**config.mk**
```make
export PLATFORM = sky130hd
export DESIGN_NAME = pipe_stage_idex
export DESIGN_NICKNAME = d
export VERILOG_FILES = /design/src/rtl/idex_pkg.sv /design/src/rtl/skid_buffer.sv /design/src/rtl/pipe_stage_idex.sv
export SDC_FILE = /design/constraint.sdc
export NUM_CORES = 1
export LEC_CHECK = 0
export ABC_AREA = 1
export CAP_MARGIN = 20
export CELL_PAD_IN_SITES_DETAIL_PLACEMENT = 1
export CELL_PAD_IN_SITES_GLOBAL_PLACEMENT = 2
export CORE_MARGIN = 4
export CORE_UTILIZATION = 30
export CTS_CLUSTER_DIAMETER = 120
export DETAILED_ROUTE_END_ITERATION = 16
export GPL_ROUTABILITY_DRIVEN = 0
export PLACE_DENSITY_LB_ADDON = 0.1
export SYNTH_ARGS = -nofsm -noshare
export SYNTH_HDL_FRONTEND = slang
export SYNTH_SLANG_ARGS = --single-unit
```
**constraint.sdc**
```tcl
create_clock -name clk -period 2.25 [get_ports clk]
set_input_delay 0.45 -clock clk [delete_from_list [all_inputs] [get_ports clk]]
set_output_delay 0.45 -clock clk [all_outputs]
set_load 0.005 [all_outputs]
```
**src/rtl/idex_pkg.sv**
```systemverilog
// Shared constants for the ID/EX pipeline register: default widths, control-bundle
// bit positions and the ALUOp encoding produced by the main decoder.
package idex_pkg;

    localparam int CTRL_W_DEF = 10;
    localparam int DATA_W_DEF = 32;
    localparam int REG_W_DEF  = 5;
    localparam int CNT_W_DEF  = 16;

    // Control bundle layout, MSB first: RegDst .. Branch, then ALUOp[2:0].
    localparam int CTRL_REG_DST   = 9;
    localparam int CTRL_ALU_SRC   = 8;
    localparam int CTRL_MEM2REG   = 7;
    localparam int CTRL_REG_WRITE = 6;
    localparam int CTRL_MEM_READ  = 5;
    localparam int CTRL_MEM_WRITE = 4;
    localparam int CTRL_BRANCH    = 3;
    localparam int CTRL_ALUOP_MSB = 2;
    localparam int CTRL_ALUOP_LSB = 0;
    localparam int ALUOP_W        = 3;

    typedef enum logic [ALUOP_W-1:0] {
        ALUOP_ADD   = 3'd0,
        ALUOP_SUB   = 3'd1,
        ALUOP_RTYPE = 3'd2,
        ALUOP_AND   = 3'd3,
        ALUOP_OR    = 3'd4,
        ALUOP_SLT   = 3'd5,
        ALUOP_LUI   = 3'd6,
        ALUOP_XOR   = 3'd7
    } alu_op_e;

    // Width of the packed stored entry: control, four data words, three specifiers.
    function automatic int payload_width(input int ctrl_w, input int data_w, input int reg_w);
        return ctrl_w + 4 * data_w + 3 * reg_w;
    endfunction

endpackage

```
**src/rtl/skid_buffer.sv**
```systemverilog
// Two-entry skid buffer: "main" drives the outputs, "skid" catches the one entry
// that arrives while main is stalled. in_ready comes straight from a flop.
module skid_buffer
    import idex_pkg::*;
#(
    parameter int W = 8
) (
    input  logic         clk,
    input  logic         rst_n,
    input  logic         flush,
    input  logic         in_valid,
    output logic         in_ready,
    input  logic [W-1:0] in_data,
    output logic         out_valid,
    input  logic         out_ready,
    output logic [W-1:0] out_data
);

    // Handshake: a beat transfers on a rising edge where valid and ready are both
    // high; valid must not depend on ready, and flush overrides any transfer.
    logic         main_valid_q, main_valid_d;
    logic [W-1:0] main_data_q,  main_data_d;
    logic         skid_valid_q, skid_valid_d;
    logic [W-1:0] skid_data_q,  skid_data_d;
    logic         in_ready_q,   in_ready_d;
    logic         in_fire;
    logic         out_fire;

    assign in_fire  = in_valid & in_ready_q & ~flush;
    assign out_fire = main_valid_q & out_ready;

    always_comb begin
        main_valid_d = main_valid_q;
        main_data_d  = main_data_q;
        skid_valid_d = skid_valid_q;
        skid_data_d  = skid_data_q;

        if (flush) begin
            main_valid_d = 1'b0;
            skid_valid_d = 1'b0;
        end else if (out_fire) begin
            // Skid is older than any new input, so it takes priority for main.
            if (skid_valid_q) begin
                main_data_d  = skid_data_q;
                skid_valid_d = 1'b0;
            end else if (in_fire) begin
                main_data_d  = in_data;
            end else begin
                main_valid_d = 1'b0;
            end
        end else if (in_fire) begin
            if (main_valid_q) begin
                skid_data_d  = in_data;
                skid_valid_d = 1'b1;
            end else begin
                main_data_d  = in_data;
                main_valid_d = 1'b1;
            end
        end

        in_ready_d = ~skid_valid_d;
    end

    always_ff @(posedge clk or negedge rst_n) begin
        if (!rst_n) begin
            main_valid_q <= 1'b0;
            main_data_q  <= '0;
            skid_valid_q <= 1'b0;
            skid_data_q  <= '0;
            in_ready_q   <= 1'b1;
        end else begin
            main_valid_q <= main_valid_d;
            main_data_q  <= main_data_d;
            skid_valid_q <= skid_valid_d;
            skid_data_q  <= skid_data_d;
            in_ready_q   <= in_ready_d;
        end
    end

    assign in_ready  = in_ready_q;
    assign out_valid = main_valid_q;
    assign out_data  = main_data_q;

endmodule

```
**src/rtl/pipe_stage_idex.sv**
```systemverilog
// ID/EX pipeline register: packs the decoded instruction into one vector, buffers
// it in a skid buffer, forces a zero control bundle on bubbles and counts bubbles.
module pipe_stage_idex
    import idex_pkg::*;
#(
    parameter int CTRL_W = CTRL_W_DEF,
    parameter int DATA_W = DATA_W_DEF,
    parameter int REG_W  = REG_W_DEF,
    parameter int CNT_W  = CNT_W_DEF
) (
    input  logic              clk,
    input  logic              rst_n,
    input  logic              flush,
    input  logic              in_valid,
    output logic              in_ready,
    input  logic [CTRL_W-1:0] ctrl_in,
    input  logic [DATA_W-1:0] pc_in,
    input  logic [DATA_W-1:0] rd1_in,
    input  logic [DATA_W-1:0] rd2_in,
    input  logic [DATA_W-1:0] imm_in,
    input  logic [REG_W-1:0]  rs_in,
    input  logic [REG_W-1:0]  rt_in,
    input  logic [REG_W-1:0]  rd_in,
    output logic              out_valid,
    input  logic              out_ready,
    output logic [CTRL_W-1:0] ctrl_out,
    output logic [DATA_W-1:0] pc_out,
    output logic [DATA_W-1:0] rd1_out,
    output logic [DATA_W-1:0] rd2_out,
    output logic [DATA_W-1:0] imm_out,
    output logic [REG_W-1:0]  rs_out,
    output logic [REG_W-1:0]  rt_out,
    output logic [REG_W-1:0]  rd_out,
    output logic [CNT_W-1:0]  bubble_cnt
);

    localparam int               PAY_W   = payload_width(CTRL_W, DATA_W, REG_W);
    localparam logic [CNT_W-1:0] CNT_MAX = '1;

    logic [PAY_W-1:0]  pay_in;
    logic [PAY_W-1:0]  pay_out;
    logic [CTRL_W-1:0] ctrl_held;
    logic              main_valid;
    logic [CNT_W-1:0]  bubble_cnt_q, bubble_cnt_d;

    assign pay_in = {ctrl_in, pc_in, rd1_in, rd2_in, imm_in, rs_in, rt_in, rd_in};

    skid_buffer #(
        .W (PAY_W)
    ) u_skid (
        .clk       (clk),
        .rst_n     (rst_n),
        .flush     (flush),
        .in_valid  (in_valid),
        .in_ready  (in_ready),
        .in_data   (pay_in),
        .out_valid (main_valid),
        .out_ready (out_ready),
        .out_data  (pay_out)
    );

    assign {ctrl_held, pc_out, rd1_out, rd2_out, imm_out, rs_out, rt_out, rd_out} = pay_out;

    // Data fields keep their last value on a bubble; only control is squashed so
    // EX sees no register or memory writes.
    assign out_valid = main_valid;
    assign ctrl_out  = main_valid ? ctrl_held : '0;

    always_comb begin
        bubble_cnt_d = bubble_cnt_q;
        if (!main_valid && out_ready && (bubble_cnt_q != CNT_MAX)) begin
            bubble_cnt_d = bubble_cnt_q + 1'b1;
        end
    end

    always_ff @(posedge clk or negedge rst_n) begin
        if (!rst_n) begin
            bubble_cnt_q <= '0;
        end else begin
            bubble_cnt_q <= bubble_cnt_d;
        end
    end

    assign bubble_cnt = bubble_cnt_q;

endmodule

```
==> metrics.md <==
| Metric | Value |
|---|---|
| Clk sinks | `325` |
| Htree depth | `2` |
| Dpl ws | `8.78 ps` |
| RSZ-0062 raised after global routing | `false` |
| Hold Path Class | `in2async` |
| Total track usage | `17.6%` |
| Worst Skew | `12.2 ps` |
| R2R Path End | `u_skid.out_data[126]$_DFFE_PN0P_` |
| Mapped cell area | `15700 um2` |
| Part of the cycle the worst path needs | `96.3%` |
| Post-synth EDFFs | `0` |
| CTS tree | `yes` |
| Drt drc | `0` |
| Critical Path AT | `1720 ps` |
| Clock slew seen by the registers of the worst setup and hold paths | `60 ps` |
| DRT Pass-1 Iters | `4` |
| Startpoint Class | `flip-flop` |
| Register area share after synthesis | `51.8%` |
| Dpl hpwl | `34000 um` |
| Final TNS setup | `0 ps` |
| Largest net degree at the start of global routing | `71` |
| DRT antenna net count | `0` |
| Initial antenna violation count | `10` |
| Max Freq | `461 MHz` |
| Critical R2R Launch | `u_skid.out_valid$_DFFE_PN0P_` |
| Area growth from synthesis to layout | `29.5%` |
| Synth Instances | `1981` |
| Final min period | `2170 ps` |
| Syn_nets | `2140` |
| Total CTS buffers | `40` |
| Root Buffer | `clkbuf_16` |
| Max Cap Viol | `0` |
| Vias per cell | `4.59` |
| Post-route cell area | `20300 um2` |
| Yosys warnings | `0` |
| Power density cells | `879 nW/um2` |
| Vias in the first global route | `13.8k` |
| IO buf count | `328` |
| DR iter-0 viols | `593` |
| Worst-Margin Slew | `444 ps` |
| Async S/R FF share, synth | `100%` |
| Ys flop type | `dfrtp_1` |
| CP Capture Type | `primary output` |
| Delay of the slowest critical-path stage | `520 ps` |
| Via count | `13.1k` |
| Total length of routed wires | `49600 um` |
| Max Slew Vio Count | `0` |
| Hold Worst Slack | `414 ps` |
| Netlist cell types | `23` |
| Slew HR | `70.4%` |
| Avg WL per Cell | `17.3 um` |
| CP cell instances | `buf_12, nand2_1, inv_1, clkdlybuf4s50_1` |
| GRT overflow | `0` |
| Worst VDD drop | `0.497 mV` |
| Die X | `237 um` |
| Nets | `2309` |
| Clk Latency, worst-skew pair | `540 ps` |
| Critical-path maximum fanout | `13` |
| Placeable Area | `51600 um2` |
| R2r setup slk | `470 ps` |
| Yosys reg bits | `325` |
| Final Hold Fails | `0` |
| Initial Utilization | `30.4%` |
| R2r worst-path depth | `9` |
| Clock Path Buffers | `3` |
| Die area | `56100 um2` |
| Row count | `83` |
| Placed Instance Area | `19000 um2` |
| CP required | `1800 ps` |
| Status | `finished, final reports clean` |
| Critical path class | `reg2out` |
| Synth Area per Inst | `7.93 um2` |
| Share of layout cells above drive strength 1 | `5.80%` |
| Global-route wire length before repair | `79400 um` |
| Worst path slowest cell | `clkdlybuf4s50_1` |
| Leak Pwr | `9.62 nW` |
| Setup violators final | `0` |
| Total I/O pin count | `329` |
| PnR worst setup slack | `82.8 ps` |
| Die Y | `237 um` |
[cells by family after synthesis]
logic type	after synthesis	share of synthesized area, %
compound gates	468	14.9
xor+xnor	7	0.390
fa+ha+maj	1	0.0797
buf+inv	442	14.7
flops	325	51.8
simple gates	738	18.0
[cell usage in the layout (no fill, tap or decap), types with 3 or more instances in the layout]
cell type | synthesis | routed
clkbuf_1 | 46 | 8
nand3_1 | 6 | 6
nor2_4 | 2 | 3
dlymetal6s2s_1 | 0 | 4
clkdlybuf4s50_1 | 0 | 321
clkbuf_8 | 0 | 8
buf_12 | 0 | 32
clkinv_2 | 0 | 6
dfrtp_1 | 324 | 324
o21ai_0 | 333 | 333
nand2_1 | 697 | 697
inv_1 | 180 | 179
clkbuf_16 | 0 | 41
xnor2_1 | 7 | 7
nor2_1 | 22 | 21
buf_4 | 152 | 28
o21ai_1 | 132 | 132
diode_2 | 0 | 6
nand4_1 | 6 | 6
[registers in the layout (all words and copies together) (netlist names)]
register and count:
bubble_cnt 16, u_skid.out_data 153, u_skid.skid_valid_q 1, u_skid.in_ready 1
u_skid.out_valid 1, u_skid.skid_data_q 153
[routing by layer]
layer  GRT usage [%]  vias up  part of all wire, %
met3            3.67       81                  5.0
met1            23.3     6370                   45
met5               0        -                 0.11
met4            5.48        8                  2.4
met2            28.9      247                   47
li1                -     6410                    -
[where the power goes]
part / internal, mW / total, mW / switching [mW]
clock: 3.69 / 6.25 / 2.56
combinational: 1.94 / 3.59 / 1.65
sequential: 7.21 / 8.03 / 0.819
[synth_stat cells, types with 6 or more instances]
cell	n	share of area, %
buf_4	152	7.3
nand2_1	697	17
buf_1	6	0.14
nor2_1	22	0.53
clkbuf_1	46	1.1
buf_2	56	1.8
o21ai_1	132	4.2
nand4_1	6	0.24
nand3_1	6	0.19
xnor2_1	7	0.39
dfrtp_1	324	52
inv_1	180	4.3
o21ai_0	333	11
[area by class of cell]
type | instances | area, um2
flip-flops and latches | 325 | 8130
diodes | 6 | 15.0
clock buffers | 57 | 1170
well taps | 680 | 851
clock inverters | 8 | 68.8
multi-input cells | 1214 | 5270
inverters | 180 | 676
fillers | 6072 | 31300
repair buffers | 389 | 4160
[through the flow]
stage / util (%) / power, mW / instances
after global routing: 39.4 / 19.0 / 2857
after global placement: 36.9 / 11.6 / 2783
after floorplan: - / 10.1 / 1981
after detailed placement: 36.9 / 11.8 / 2783
after CTS: 39.3 / 18.2 / 2850
final: 39.4 / 17.9 / 2859
[critical path, delay by kind of cell (launching register included)]
family / cells / cell delay [ps]
simple gates: 1 / 50
flops: 1 / 370
buf+inv: 3 / 760
[how the worst max path moves through the flow]
stage / cells past startpoint / endpoint / slack [ps] / startpoint
finish: 4 / ctrl_out[1] / 80 / u_skid.out_valid$_DFFE_PN0P_
global route: 4 / ctrl_out[1] / 8 / u_skid.out_valid$_DFFE_PN0P_
CTS: 4 / ctrl_out[2] / 4 / u_skid.out_valid$_DFFE_PN0P_
detailed placement: 8 / u_skid.out_data[1]$_DFFE_PN0P_ / 9 / out_ready
global placement: 8 / u_skid.out_data[145]$_DFFE_PN0P_ / 30 / out_ready
floorplan: 9 / bubble_cnt[8]$_DFFE_PN0P_ / 630 / bubble_cnt[0]$_DFFE_PN0P_
[timing repair]
action                     in CTS  in global routing
pin swaps                       0                  0
buffers inserted                1                  3
hold buffers                    1                  0
resized for setup               6                  4
hold endpoints to repair       36                  0
setup endpoints to repair      10                  8
(Power assumes the default switching activity.)
